**config.mk**
```make
export PLATFORM = sky130hd
export DESIGN_NAME = serial_adder
export DESIGN_NICKNAME = d
export VERILOG_FILES = /design/src/rtl/serial_adder.sv
export SDC_FILE = /design/constraint.sdc
export NUM_CORES = 1
export LEC_CHECK = 0
export CORE_MARGIN = 3
export CORE_UTILIZATION = 44
export DETAILED_ROUTE_END_ITERATION = 10
export GPL_ROUTABILITY_DRIVEN = 0
export PLACE_DENSITY_LB_ADDON = 0.05
export SYNTH_ARGS = -nofsm -noshare
export SYNTH_HDL_FRONTEND = slang
export SYNTH_SLANG_ARGS = --single-unit
```
**constraint.sdc**
```tcl
create_clock -name clk -period 1.25 [get_ports clk]
set_clock_uncertainty 0.05 [all_clocks]
set_input_delay 0.125 -clock clk [delete_from_list [all_inputs] [get_ports clk]]
set_output_delay 0.125 -clock clk [all_outputs]
set_load 0.05 [all_outputs]
```
**src/rtl/serial_adder.sv**
```systemverilog
// Bit-serial adder/subtractor: one full-adder slice plus a registered carry,
// LSB first, behind valid/ready handshakes on both sides.
module serial_adder #(
   parameter int WIDTH = 8
) (
   input  logic             clk,
   input  logic             rst,
   input  logic             in_valid,
   output logic             in_ready,
   input  logic [WIDTH-1:0] a,
   input  logic [WIDTH-1:0] b,
   input  logic             cin,
   input  logic             sub,
   output logic             out_valid,
   input  logic             out_ready,
   output logic [WIDTH-1:0] sum,
   output logic             cout,
   output logic             overflow
);

   localparam int CW = (WIDTH > 2) ? $clog2(WIDTH) : 1;
   localparam logic [CW-1:0] LAST_BIT = CW'(WIDTH - 1);

   typedef enum logic [1:0] {
      IDLE = 2'b00,
      BUSY = 2'b01,
      DONE = 2'b10
   } state_t;

   state_t           state_r;
   state_t           state_nxt_s;
   logic             accept_s;
   logic             last_s;
   logic [WIDTH-1:0] op_a_r;
   logic [WIDTH-1:0] op_b_r;
   logic [WIDTH-1:0] sum_r;
   logic             carry_r;
   logic [CW-1:0]    count_r;
   logic             cout_r;
   logic             overflow_r;
   logic             in_ready_r;
   logic             out_valid_r;
   logic             bit_sum_s;
   logic             bit_carry_s;

   function automatic logic fa_sum(input logic x, input logic y, input logic c);
      return x ^ y ^ c;
   endfunction

   function automatic logic fa_carry(input logic x, input logic y, input logic c);
      return (x & y) | (x & c) | (y & c);
   endfunction

   // Full-adder slice on the current LSBs.
   always_comb begin
      bit_sum_s   = fa_sum(op_a_r[0], op_b_r[0], carry_r);
      bit_carry_s = fa_carry(op_a_r[0], op_b_r[0], carry_r);
   end

   // State register.
   always_ff @(posedge clk) begin
      if (rst) begin
         state_r <= IDLE;
      end else begin
         state_r <= state_nxt_s;
      end
   end

   // Next-state decode and datapath strobes.
   always_comb begin
      state_nxt_s = state_r;
      accept_s    = 1'b0;
      last_s      = 1'b0;
      case (state_r)
         IDLE: begin
            if (in_valid) begin
               state_nxt_s = BUSY;
               accept_s    = 1'b1;
            end else begin
               state_nxt_s = IDLE;
            end
         end
         BUSY: begin
            if (count_r == LAST_BIT) begin
               state_nxt_s = DONE;
               last_s      = 1'b1;
            end else begin
               state_nxt_s = BUSY;
            end
         end
         DONE: begin
            if (out_ready) begin
               state_nxt_s = IDLE;
            end else begin
               state_nxt_s = DONE;
            end
         end
         default: begin
            state_nxt_s = IDLE;
         end
      endcase
   end

   // Operand shifters, carry, bit counter and result registers.
   always_ff @(posedge clk) begin
      if (rst) begin
         op_a_r      <= '0;
         op_b_r      <= '0;
         sum_r       <= '0;
         carry_r     <= 1'b0;
         count_r     <= '0;
         cout_r      <= 1'b0;
         overflow_r  <= 1'b0;
         in_ready_r  <= 1'b1;
         out_valid_r <= 1'b0;
      end else begin
         in_ready_r  <= (state_nxt_s == IDLE);
         out_valid_r <= (state_nxt_s == DONE);
         if (accept_s) begin
            // Subtraction is a + ~b + 1: invert b and force the carry-in.
            op_a_r     <= a;
            op_b_r     <= sub ? ~b : b;
            carry_r    <= sub ? 1'b1 : cin;
            count_r    <= '0;
            sum_r      <= '0;
            cout_r     <= 1'b0;
            overflow_r <= 1'b0;
         end else if (state_r == BUSY) begin
            op_a_r  <= {1'b0, op_a_r[WIDTH-1:1]};
            op_b_r  <= {1'b0, op_b_r[WIDTH-1:1]};
            sum_r   <= {bit_sum_s, sum_r[WIDTH-1:1]};
            carry_r <= bit_carry_s;
            count_r <= count_r + CW'(1);
            if (last_s) begin
               // carry_r here is still the carry into the MSB.
               cout_r     <= bit_carry_s;
               overflow_r <= carry_r ^ bit_carry_s;
            end else begin
               cout_r     <= cout_r;
               overflow_r <= overflow_r;
            end
         end else begin
            op_a_r     <= op_a_r;
            op_b_r     <= op_b_r;
            sum_r      <= sum_r;
            carry_r    <= carry_r;
            count_r    <= count_r;
            cout_r     <= cout_r;
            overflow_r <= overflow_r;
         end
      end
   end

   assign in_ready  = in_ready_r;
   assign out_valid = out_valid_r;
   assign sum       = sum_r;
   assign cout      = cout_r;
   assign overflow  = overflow_r;

endmodule
```
# Yosys cells after proc, flatten, opt, wreduce, memory -nomap -nowiden
# Index checks and enable logic that the tools add are counted.
# Widths: inputs -> output; s select.
word_totals:
  reg_bits: 34
  output_inout_bits: 12
  word_cells: 45
op_classes:
  n_addsub: 1
  eq_ne: 4
  mux: 16
  bitwise_logic: 9
  n_reduce_logical: 5
op_table:
  columns: ["op", "count"]
  rows:
  - ["$mux 8", 5]
  - ["$mux 1", 8]
  - ["$not 8->8", 1]
  - ["$pmux 2 s3", 1]
  - ["$eq 2x2->1 const B", 2]
  - ["$logic_not 2->1", 2]
  - ["$mux 2", 2]
  - ["$add 3x1->3 const B", 1]
  - ["$and 1x1->1", 3]
  - ["$eq 3x3->1 const B", 1]
  - ["$xor 1x1->1", 3]
  - ["$eq 2x1->1 const B", 1]
  - ["$or 1x1->1", 2]
  - ["$reduce_and 2->1", 1]
  - ["$reduce_bool 2->1", 1]
  - ["$reduce_or 2->1", 1]

# Depth between registers and ports, before layout
# Gate-level depths: netlist of the first run.
depth:
  ltp_word: 5
  depth_mapped: 5
  ltp_nobuf: 5

# Worst setup path after synthesis of the first run
# OpenSTA, ideal clock, no wires.
synth_timing:
  kind: "register to register"
  start: "reg op_a_r[0]"
  end: "reg carry_r"
  setup_ns: 0.132
  arrival_time_ns: 1.072
  slack_ns: -0.003
  stages_incl_launch_ff: 5
  synth_period_minus_slack_ns: 1.253
  path_cell_list: "dfxtp_1 -> fa_1 -> nand2b_1 -> a21oi_1 -> nor3_1"
synth_between:
  elab_chain_cells: 5
  elab_cells_between_ends: 6
synth_rtl:
  columns: ["element", "line", "text"]
  rows:
  - ["start, declared", "34", "logic [WIDTH-1:0] op_a_r;"]
  - ["start signal, assigned", "129", "op_a_r <= {1'b0, op_a_r[WIDTH-1:1]};"]
  - ["start signal, assigned", "143", "op_a_r <= op_a_r;"]
  - ["$and 1x1->1", "51", "return (x & y) | (x & c) | (y & c);"]
  - ["$or 1x1->1 (*) (2 in a row)", "51", null]
  - ["via bit_carry_s", "44", "logic bit_carry_s;"]
  - ["$mux 1 (*)", "128", "end else if (state_r == BUSY) begin"]
  - ["$mux 1 (*)", "119", "if (accept_s) begin"]
  - ["end signal, assigned", "123", "carry_r <= sub ? 1'b1 : cin;"]
  - ["end signal, assigned", "132", "carry_r <= bit_carry_s;"]
  - ["end signal, assigned", "146", "carry_r <= carry_r;"]
  - ["end, declared", "37", "logic carry_r;"]
# The timed path passes the listed nets; every way through them passes the cells marked *. The select of a mux whose other input is x is not followed.
# A chain may end at the register's enable or synchronous reset.

# Worst setup path in the final report of the first run
layout_timing:
  start: "reg op_b_r[0]"
  end: "reg overflow_r, in the netlist overflow"
layout_between:
  elab_chain_cells: 4
  elab_cells_between_ends: 5
layout_rtl:
  columns: ["element", "line", "text"]
  rows:
  - ["start, declared", "35", "logic [WIDTH-1:0] op_b_r;"]
  - ["start signal, assigned", "122", "op_b_r <= sub ? ~b : b;"]
  - ["start signal, assigned", "130", "op_b_r <= {1'b0, op_b_r[WIDTH-1:1]};"]
  - ["start signal, assigned", "144", "op_b_r <= op_b_r;"]
  - ["$and 1x1->1", "51", null]
  - ["$or 1x1->1", "51", null]
  - ["$or 1x1->1 (*)", "51", null]
  - ["via bit_carry_s", "44", null]
  - ["$xor 1x1->1 (*)", "137", "overflow_r <= carry_r ^ bit_carry_s;"]
  - ["end signal, assigned", "137", null]
  - ["end signal, assigned", "140", "overflow_r <= overflow_r;"]
  - ["end signal, assigned", "149", "overflow_r <= overflow_r;"]
  - ["end, declared", "40", "logic overflow_r;"]
# The timed path passes the listed nets; every way through them passes the cells marked *.

==> results of run 1 <==
## logic make-up (layout without fill, tap and decap cells)
family,count (synthesis),after routing
simple gates,47,47
flops,34,34
xor+xnor,10,10
buf+inv,18,71
fa+ha+maj,3,3
compound gates,40,40
mux,9,9
## cells in the final DEF, fill, tap and decap left out, types with 2 or more instances in the layout
cell type and count:
buf_12 13, nand2_1 21, nor2_2 2, a211oi_2 6, clkdlybuf4s50_1 21, ha_4 2
nor2_1 11, buf_6 8, mux2i_1 6, inv_1 7, dfxtp_4 2, dfxtp_1 29
nand3b_1 2, xor2_1 9, a21oi_1 13, o32ai_2 5, a22oi_2 3, mux2i_2 3
dfxtp_2 3, clkbuf_4 5, a22oi_1 5, buf_4 13, nand2b_4 2
## state kept, by name, summed over array words and instances, names as in the netlist, 2 cells and up
name	flops
count_r	3
op_b_r	8
op_a_r	8
sum	8
state_r	2
## per-stage QoR
| stage | std cells | worst slack, ns | power [mW] | utilization, % |
|---|---|---|---|---|
| 2_1_floorplan | 161 | 0.0207 | 1.43 | - |
| 3_3_place_gp | 245 | -0.288 | 1.61 | 66.5 |
| 3_5_place_dp | 245 | -0.318 | 1.62 | 66.5 |
| 4_1_cts | 256 | -0.0154 | 2.29 | 71.4 |
| 5_1_grt | 258 | -0.183 | 2.51 | 78.2 |
| 6_report | 258 | -0.121 | 2.41 | 78.2 |
## area by class of cell
cell class | instances | area (µm²)
Sequential cell | 34 | 692
Clock buffer | 7 | 55.1
Multi-Input combinational cell | 109 | 928
Inverter | 7 | 26.3
Tap cell | 44 | 55.1
Timing Repair Buffer | 56 | 683
Fill cell | 203 | 683
Clock inverter | 1 | 5.00
## tightest hold or removal path, cell delays in order
cell and delay (ns):
clkdlybuf4s50_1 0.39, mux2i_1 0.13, a211oi_1 0.08
## path summary, 6_finish.rpt
| check | start | to | depth (start not counted) |
|---|---|---|---|
| worst max-delay path | op_b_r[0] | overflow | 4 |
| worst min-delay path | a[2] | op_a_r[2] | 3 |
| worst max register to register | op_b_r[0] | overflow | 4 |
| worst min register to register | count_r[1] | count_r[1] | 2 |
## routing by layer
layer	up-vias	GRT usage, %	part of all wire (%)	wire (µm)
met2	34	31.9	54	2130
met5	-	0	0	0
met4	0	7.55	2.6	102
met3	10	5.27	4.6	180
met1	637	19.7	39	1530
li1	660	-	-	-
## power groups by stage
| stage | logic (mW) | registers [mW] | clock network, mW |
|---|---|---|---|
| after floorplan | 0.219 | 1.21 | 0 |
| after global placement | 0.405 | 1.20 | 0 |
| after detailed placement | 0.412 | 1.21 | 0 |
| after CTS | 0.456 | 1.18 | 0.653 |
| after global routing | 0.605 | 1.20 | 0.709 |
| final | 0.566 | 1.19 | 0.653 |
## timing repair
| action | CTS | global route |
|---|---|---|
| endpoints found under the hold margin | 0 | 0 |
| hold buffers | 0 | 0 |
| endpoints found under the setup margin | 29 | 34 |
| gates cloned | 0 | 2 |
| resized for setup | 19 | 38 |
| buffers inserted | 3 | 0 |
| pin swaps | 4 | 9 |
==> summary.md, run 1 <==
| Metric | Value |
|---|---|
| Sink Count | 34 |
| Largest net degree at the start of global routing | 17 |
| Sw power | 689 µW |
| Mux contribution to synthesized area | 6.09% |
| Layout cell share with drive strength beyond 1 | 38.8% |
| Gr usage total | 18.0% |
| Via-to-Cell Ratio | 5.20 |
| Seq/Total Area, Yosys | 46.0% |
| Placed Area | 2080 µm² |
| Power Density | 985 nW/µm² |
| DRC violations left | 0 |
| Least-Margin Pin Slew | 0.315 ns |
| Clk pwr share | 27.1% |
| Syn avg cell area | 9.19 µm² |
| Status | complete, but fails checks |
| Reg clk slew, reported paths | 0.11 ns |
| Post-synthesis simple-gate area fraction | 15.0% |
| 1st-pass router iterations | 4 |
| CP max stage delay | 0.43 ns |
| Failing checks | setup timing |
| Die X | 64.0 µm |
| Post-DP HPWL | 2410 µm |
| H-tree depth | 2 |
| Core Box Area | 3130 µm² |
| Top cell type's share of synthesized area | 46.0% |
| Mapped Nets | 186 |
| Hold Slack | 0.380 ns |
| RSZ-0062 raised after global routing | yes |
| Crit Path Max Fanout | 3 |
| Commonest cells in the netlist | 34 x dfxtp_1, 21 x nand2_1, 15 x a21oi_1, 13 x nor2_1 |
| Vias | 1,341 |
| TritonCTS clock tree | done |
| TritonCTS buffer count | 5 |
| # rows | 20 |
| Post-DR wirelength/cell | 15.3 µm |
| Final instance area | 2440 µm² |
| Maxcap violations | 0 |
| Fmax | 0.729 GHz |
| Remaining Overflow, GRT | 0 |
| Routed Antenna Nets | 0 |
| Cell type with the largest total area after synthesis | dfxtp_1 |
| HP Class | primary input to register |
| Initial Utilization | 47.3% |
| Initial antenna violation count | 0 |
| Synth warnings | 0 |
| Ys flop type | dfxtp_1 |
| Vias in the first global route | 1,297 |
| Ys async rst share | 0% |
| WL final | 3940 µm |
| DIE AREA | 4090 µm² |
| Die height | 64.0 µm |
| Final Setup Violations | 8 |
| Logic pwr share | 23.5% |
| CP bufs+invs | 0 |
| Critical path capture point type | register |
| Post-synth EDFFs | 0 |
| Cells after synthesis | 161 |
| Crit-path cells | fa_2 -> xor2_1 -> nand3_1 -> a21oi_2 |
| Kind of cell adding the most delay to the critical path | adder cells |
| Final Hold Viols | 0 |
| # IOs | 34 |
| Diodes inserted | 0 |
| Largest family of logic cells by synthesized area | compound AO/OA/AOI/OAI gates |
| Most common cell in the netlist | dfxtp_1 |
| Post-Synth Adder-Cell Area | 3.05% |
| Worst vdd ir | 632 µV |
| Global-route wire length before repair | 5710 µm |
| Register bit total from synthesis | 34 |
| CP Launch Type | register |
| Synth top area cells | dfxtp_1 46%, mux2i_1 6.1%, nand2_1 5.3% |
| Number of distinct library cells after synthesis | 30 |
| Final worst setup slack | -0.121 ns |
| Clock Tree Buf Depth | 2 |
| Cell Area, Synth | 1480 µm² |
| Leak | 0.911 nW |
| Reg-to-reg slack, setup | -0.12 ns |
| Synth Area in XOR/XNOR | 5.92% |
| Crit path time final | 1.37 ns |
| WS Path Type | register to register |
| Slew Limit Headroom | 78.9% |
| Worst path required time | 1.49 ns |
| DRT iter0 DRCs | 70 |
| Slowest stage cell, crit path | fa_2 |
| Setup TNS Final | -0.230 ns |
| Final cycle utilization of the critical path | 110% |
| Synth Area in Compound Gates | 18.4% |
| Worst Path Arrival | 1.61 ns |
| Skew-Pair Late Insertion Delay | 0.34 ns |
| Final max-slew violation count | 0 |
| Root buf cell | clkbuf_4 |
| Number of port buffers | 33 |
| Power share of the sequential group | 49.4% |
| Layout overhead on the synthesized area | 65.3% |
| Internal power | 1.72 mW |
| Layout Nets | 238 |
| Sw Share | 28.6% |
Power figures use the tool's default switching activity.
==> run 2: changes to the inputs <==
--- a/config.mk
+++ b/config.mk
@@ -7,9 +7,11 @@
 export LEC_CHECK = 0
 export CORE_MARGIN = 3
 export CORE_UTILIZATION = 44
+export CTS_CLUSTER_DIAMETER = 80
 export DETAILED_ROUTE_END_ITERATION = 10
 export GPL_ROUTABILITY_DRIVEN = 0
-export PLACE_DENSITY_LB_ADDON = 0.05
+export PLACE_DENSITY = 0.74
+export SETUP_SLACK_MARGIN = 0.1
 export SYNTH_ARGS = -nofsm -noshare
 export SYNTH_HDL_FRONTEND = slang
 export SYNTH_SLANG_ARGS = --single-unit
==> summary.md, run 2 (synthesis results as in run 1) <==
| Metric | Value |
|---|---|
| Pwr Total | 2.34 mW (-2.8%) |
| Crit-path cells | nor3b_4 -> buf_12 -> mux2i_1 -> a211oi_1 |
| TritonCTS buffer count | 5 (unchanged) |
| Number of port buffers | 33 (unchanged) |
| Layout Nets | 240 (+0.84%) |
| WL final | 3790 µm (-3.8%) |
| Final Setup Violations | 10 (+2) |
| CP Launch Type | register |
| Slew Limit Headroom | 81.1% (+2.2 points) |
| DRC violations left | 0 (unchanged) |
| Final worst setup slack | -0.0594 ns (+0.0619 ns) |
| Initial Utilization | 47.3% (unchanged) |
| Global-route wire length before repair | 5890 µm (+3.3%) |
| Kind of cell adding the most delay to the critical path | flip-flops |
| Slowest stage cell, crit path | dfxtp_4 |
| Routed Antenna Nets | 0 (unchanged) |
| Hold buffer count at cts | 0 (unchanged) |
| CP max stage delay | 0.39 ns (-0.04 ns) |
| Failing checks | setup timing |
| Final core occ | 76.1% (-2.0 points) |
| CP bufs+invs | 1 (+1) |
| Reg clk slew, reported paths | 0.11 ns (about the same) |
| Power Density | 983 nW/µm² (-0.20%) |
| # rows | 20 (unchanged) |
| H-tree depth | 2 (unchanged) |
| Maxcap violations | 0 (unchanged) |
| Worst R2R Start | state_r[0] |
| Worst Path Arrival | 1.48 ns (-0.13 ns) |
| Largest net degree at the start of global routing | 20 (+3) |
| 1st-pass router iterations | 4 (unchanged) |
| Vias in the first global route | 1,341 (+3.4%) |
| Most frequent cells in the layout | 29 x dfxtp_1, 21 x nand2_1, 21 x clkdlybuf4s50_1 |
| Initial antenna violation count | 0 (unchanged) |
| Leading cell type in the layout, fill and taps excluded | dfxtp_1 |
| CP Depth | 4 (unchanged) |
| CP Launch Point | state_r[0] |
| Final Hold Viols | 0 (unchanged) |
| # IOs | 34 (unchanged) |
| Final cycle utilization of the critical path | 105% (-5.0 points) |
| Worst vdd ir | 924 µV (+46%) |
| RSZ-0062 raised after global routing | yes |
| Status | complete, but fails checks |
| Reg-to-reg slack, setup | -0.06 ns (+0.06 ns) |
| Gr usage total | 18.6% (+0.59 points) |
| Remaining Overflow, GRT | 0 (unchanged) |
| WS Path Type | register to register |
| Post-DR wirelength/cell | 14.6 µm (-4.5%) |
| Diodes inserted | 0 (unchanged) |
| Fmax | 0.764 GHz (+4.7%) |
| Vias | 1,345 (+0.30%) |
| Root buf cell | clkbuf_4 |
| Crit Path Max Fanout | 9 (+6) |
| Reg-to-Reg End | op_a_r[1] |
| Leak | 0.907 nW (-0.39%) |
| Worst Hold Launch | a[7] |
| Sink Count | 34 (unchanged) |
| Final max-slew violation count | 0 (unchanged) |
| TritonCTS clock tree | done |
| DRT iter0 DRCs | 47 (-33%) |
| Least-Margin Pin Slew | 0.284 ns (-0.0315 ns) |
| Layout cell share with drive strength beyond 1 | 35.2% (-3.6 points) |
| Layout overhead on the synthesized area | 61.0% |
| Setup TNS Final | -0.345 ns (-0.115 ns) |
| Hold depth | 3 (unchanged) |
| Critical path capture point type | register |
| Crit path time final | 1.31 ns (-0.0619 ns) |
| Post-DP HPWL | 2520 µm (+4.6%) |
| Skew-Pair Late Insertion Delay | 0.34 ns (about the same) |
| Core Box Area | 3130 µm² (unchanged) |
| Hold Slack | 0.362 ns (-0.0181 ns) |
| Reg2reg path depth | 4 (unchanged) |
| Critical path endpoint | op_a_r[1] |
| Die X | 64.0 µm (unchanged) |
| DIE AREA | 4090 µm² (unchanged) |
| Clock Tree Buf Depth | 2 (unchanged) |
| HP Class | primary input to register |
| Die height | 64.0 µm (unchanged) |
| Via-to-Cell Ratio | 5.17 (-0.47%) |
| Worst path required time | 1.42 ns (-0.07 ns) |
[run 2: cell types whose count changed in the layout (fill, tap and decap cells not counted), moves of 3 or more]
cell | previous run | this run
o32ai_1 | 0 | 5
buf_6 | 8 | 4
mux2i_2 | 3 | 0
a21oi_1 | 13 | 8
mux2i_1 | 6 | 9
o32ai_2 | 5 | 1
buf_4 | 13 | 16
a211oi_1 | 1 | 7
a211oi_2 | 6 | 0
a21oi_2 | 1 | 7
[run 2: per-layer routing]
layer  global-route usage, %  vias to the layer above  share of wire (%)
li1                        -                      664                  -
met1                    20.7                      638                 40
met2                    32.5                       38                 53
met3                    7.21                        5                5.7
met4                    5.12                        0               0.90
met5                       0                        -                  0
[run 2: power by group]
| part | leakage [nW] | internal [mW] | switching, mW |
|---|---|---|---|
| Sequential | 0.281 | 1.14 | 0.0488 |
| Clock | 0.0353 | 0.272 | 0.360 |
| Combinational | 0.591 | 0.287 | 0.231 |
[run 2: final cells by class]
class	instances	area [µm²]
Multi-Input combinational cell	110	857
Clock inverter	1	5.00
Tap cell	44	55.1
Sequential cell	34	692
Fill cell	209	747
Clock buffer	7	55.1
Timing Repair Buffer	57	691
Inverter	7	26.3
[run 2: how the worst min path moves through the flow]
stage	end	slack [ns]
6_report	op_a_r[7]	0.36
5_1_grt	op_a_r[6]	0.38
4_1_cts	op_a_r[7]	0.36
3_5_place_dp	op_b_r[2]	0.42
3_3_place_gp	count_r[1]	0.40
2_1_floorplan	op_b_r[4]	0.19
[run 2: timing repair]
action | 4_1_cts | 5_1_grt
setup buffers | 4 | 5
setup endpoints to repair | 32 | 34
gates resized for setup | 21 | 12
cloned | 0 | 1
endpoints found under the hold margin | 0 | 0
pin swaps | 8 | 9
[run 2: stage by stage]
step | worst slack, ns | cell area, µm² | instances
4_1_cts | -0.0215 | 2280 | 254
5_1_grt | -0.113 | 2380 | 260
3_5_place_dp | -0.321 | 2110 | 242
2_1_floorplan | 0.0627 | 1530 | 161
3_3_place_gp | -0.249 | 2110 | 242
6_report | -0.0594 | 2380 | 260
[run 2: tightest hold or removal path, stage by stage]
cell,delay [ns]
clkdlybuf4s50_1,0.45
a22oi_1,0.06
nor2_1,0.09
==> run 3: changes to the inputs <==
==> constraint.sdc (replaced) <==
create_clock -name clk -period 1.25 [get_ports clk]
set_clock_uncertainty 0.05 [all_clocks]
set_input_delay 0.125 -clock clk [delete_from_list [all_inputs] [get_ports clk]]
set_output_delay 0.125 -clock clk [all_outputs]
set_load 0.1 [all_outputs]
==> summary.md, run 3 (synthesis results as in run 1) <==
| Metric | Value |
|---|---|
| Final cell count without fillers | 258 (-0.77%) |
| Slowest stage cell, crit path | dfxtp_4 |
| Sw power | 638 µW (-0.36%) |
| 1st-pass router iterations | 4 (unchanged) |
| Fillers | 221 (+5.7%) |
| Worst vdd ir | 617 µV (-33%) |
| Pwr Total | 2.32 mW (-0.75%) |
| Die X | 64.0 µm (unchanged) |
| TritonCTS buffer count | 5 (unchanged) |
| Via-to-Cell Ratio | 5.05 (-2.4%) |
| Area occupied by multi-input gates | 821 µm² (-4.2%) |
| Sink Count | 34 (unchanged) |
| Slew Limit Headroom | 77.6% (-3.5 points) |
| Register Area | 704 µm² (+1.8%) |
| Clk pwr share | 27.4% (+0.4 points) |
| Failing checks | setup timing |
| CP max stage delay | 0.38 ns (about the same) |
| Leak | 0.895 nW (-1.3%) |
| Final max-slew violation count | 0 (unchanged) |
| DIE AREA | 4090 µm² (unchanged) |
| Internal power | 1.68 mW (-0.89%) |
| Kind of cell adding the most delay to the critical path | flip-flops |
| RSZ-0062 raised after global routing | yes |
| Routed Antenna Nets | 0 (unchanged) |
| Maxcap violations | 0 (unchanged) |
| # IOs | 34 (unchanged) |
| Number of port buffers | 33 (unchanged) |
| Largest net degree at the start of global routing | 20 (unchanged) |
| Power Density | 992 nW/µm² (+0.95%) |
| Setup TNS Final | -0.274 ns (+0.0714 ns) |
| Core Box Area | 3130 µm² (unchanged) |
| Final core occ | 74.8% (-1.3 points) |
| Post-DP HPWL | 2450 µm (-2.8%) |
| Initial Utilization | 47.3% (unchanged) |
| Final cycle utilization of the critical path | 104% (-1.1 points) |
| Global-route wire length before repair | 5800 µm (-1.5%) |
| Worst Path Arrival | 1.47 ns (about the same) |
| Sw Share | 27.5% (+0.11 points) |
| Status | complete, but fails checks |
| Post-DR wirelength/cell | 13.1 µm (-10%) |
| Critical path capture point type | register |
| Root buf cell | clkbuf_4 |
| Final Hold Viols | 0 (unchanged) |
| Diodes inserted | 0 (unchanged) |
| HP Class | primary input to register |
| Clock Tree Buf Depth | 2 (unchanged) |
| Worst path required time | 1.43 ns (about the same) |
| H-tree depth | 2 (unchanged) |
| Remaining Overflow, GRT | 0 (unchanged) |
| Crit-path cells | nor3b_4 -> buf_6 -> buf_12 -> mux2i_1 -> o31ai_1 |
| Gr usage total | 18.3% (-0.20 points) |
| Layout overhead on the synthesized area | 58.3% |
| Fmax | 0.772 GHz (+1.1%) |
| # rows | 20 (unchanged) |
| Least-Margin Pin Slew | 0.336 ns (+0.0525 ns) |
| Logic pwr share | 21.6% (-0.6 points) |
| Initial antenna violation count | 0 (unchanged) |
| DRC violations left | 0 (unchanged) |
| TritonCTS clock tree | done |
| Layout cell share with drive strength beyond 1 | 36.0% (+0.80 points) |
| Layout Nets | 238 (-0.83%) |
| Final worst setup slack | -0.0454 ns (+0.0141 ns) |
| Skew-Pair Late Insertion Delay | 0.35 ns (about the same) |
| Vias | 1,303 (-3.1%) |
| CP Launch Type | register |
| Dpl cells | 244 (+0.83%) |
| WS Path Type | register to register |
| Crit path time final | 1.30 ns (-0.0141 ns) |
| Power share of the sequential group | 51.0% (+0.2 points) |
| Vias in the first global route | 1,280 (-4.5%) |
| DRT iter0 DRCs | 48 (+2.1%) |
| Place WS | -0.295 ns (+0.0254 ns) |
| Crit Path Max Fanout | 5 (-4) |
| Die height | 64.0 µm (unchanged) |
| WL final | 3390 µm (-11%) |
| Final Setup Violations | 10 (unchanged) |
| CP bufs+invs | 2 (+1) |
| Reg clk slew, reported paths | 0.10 ns (about the same) |
| Most frequent cells in the layout | 21 x nand2_1, 21 x clkdlybuf4s50_1, 19 x dfxtp_1 |
[run 3: worst min-delay path, stage by stage]
cell             delay (ns)
clkdlybuf4s50_1        0.46
a22oi_1                0.06
nor2_1                 0.09
[run 3: through the flow]
| stage | instance area, µm² | hold WS, ns |
|---|---|---|
| after floorplan | 1540 | 0.193 |
| after global placement | 2130 | 0.401 |
| after detailed placement | 2130 | 0.419 |
| after CTS | 2300 | 0.367 |
| after global routing | 2340 | 0.364 |
| final | 2340 | 0.375 |
[run 3: routing by layer]
| layer | vias to the layer above | track usage, % | part of all wire [%] |
|---|---|---|---|
| met3 | 9 | 5.80 | 4.7 |
| met2 | 30 | 32.3 | 53 |
| met1 | 602 | 20.3 | 40 |
| li1 | 662 | - | - |
| met5 | - | 0 | 0 |
| met4 | 0 | 7.28 | 2.0 |
[run 3: worst paths after layout]
| kind | start | end | slack, ns | cells past startpoint |
|---|---|---|---|---|
| worst max-delay path | state_r[1] | op_b_r[1] | -0.05 | 5 |
| worst min-delay path | a[7] | op_a_r[7] | 0.37 | 3 |
| worst max register to register | state_r[1] | op_b_r[1] | -0.05 | 5 |
| worst min register to register | overflow | overflow | 0.43 | 2 |
[run 3: repair_timing]
action	4_1_cts	5_1_grt
resized for setup	12	9
endpoints found under the setup margin	33	34
hold buffers	0	0
gates cloned	1	0
setup buffers	5	0
pin swaps	7	5
[run 3: area by class of cell]
cell class | count | share of cell area [%]
clock buffer | 7 | 2.35
clock inverter | 1 | 0.214
inverter | 7 | 1.12
multi-input combinational | 109 | 35.1
sequential | 34 | 30.1
tap | 44 | 2.35
timing repair buffer | 56 | 28.8
[run 3: power by group through the flow]
stage	logic [mW]	registers [mW]	clock network, mW
after global routing	0.546	1.19	0.711
after detailed placement	0.434	1.21	0
after CTS	0.483	1.18	0.653
final	0.503	1.18	0.635
after global placement	0.420	1.21	0
after floorplan	0.229	1.23	0
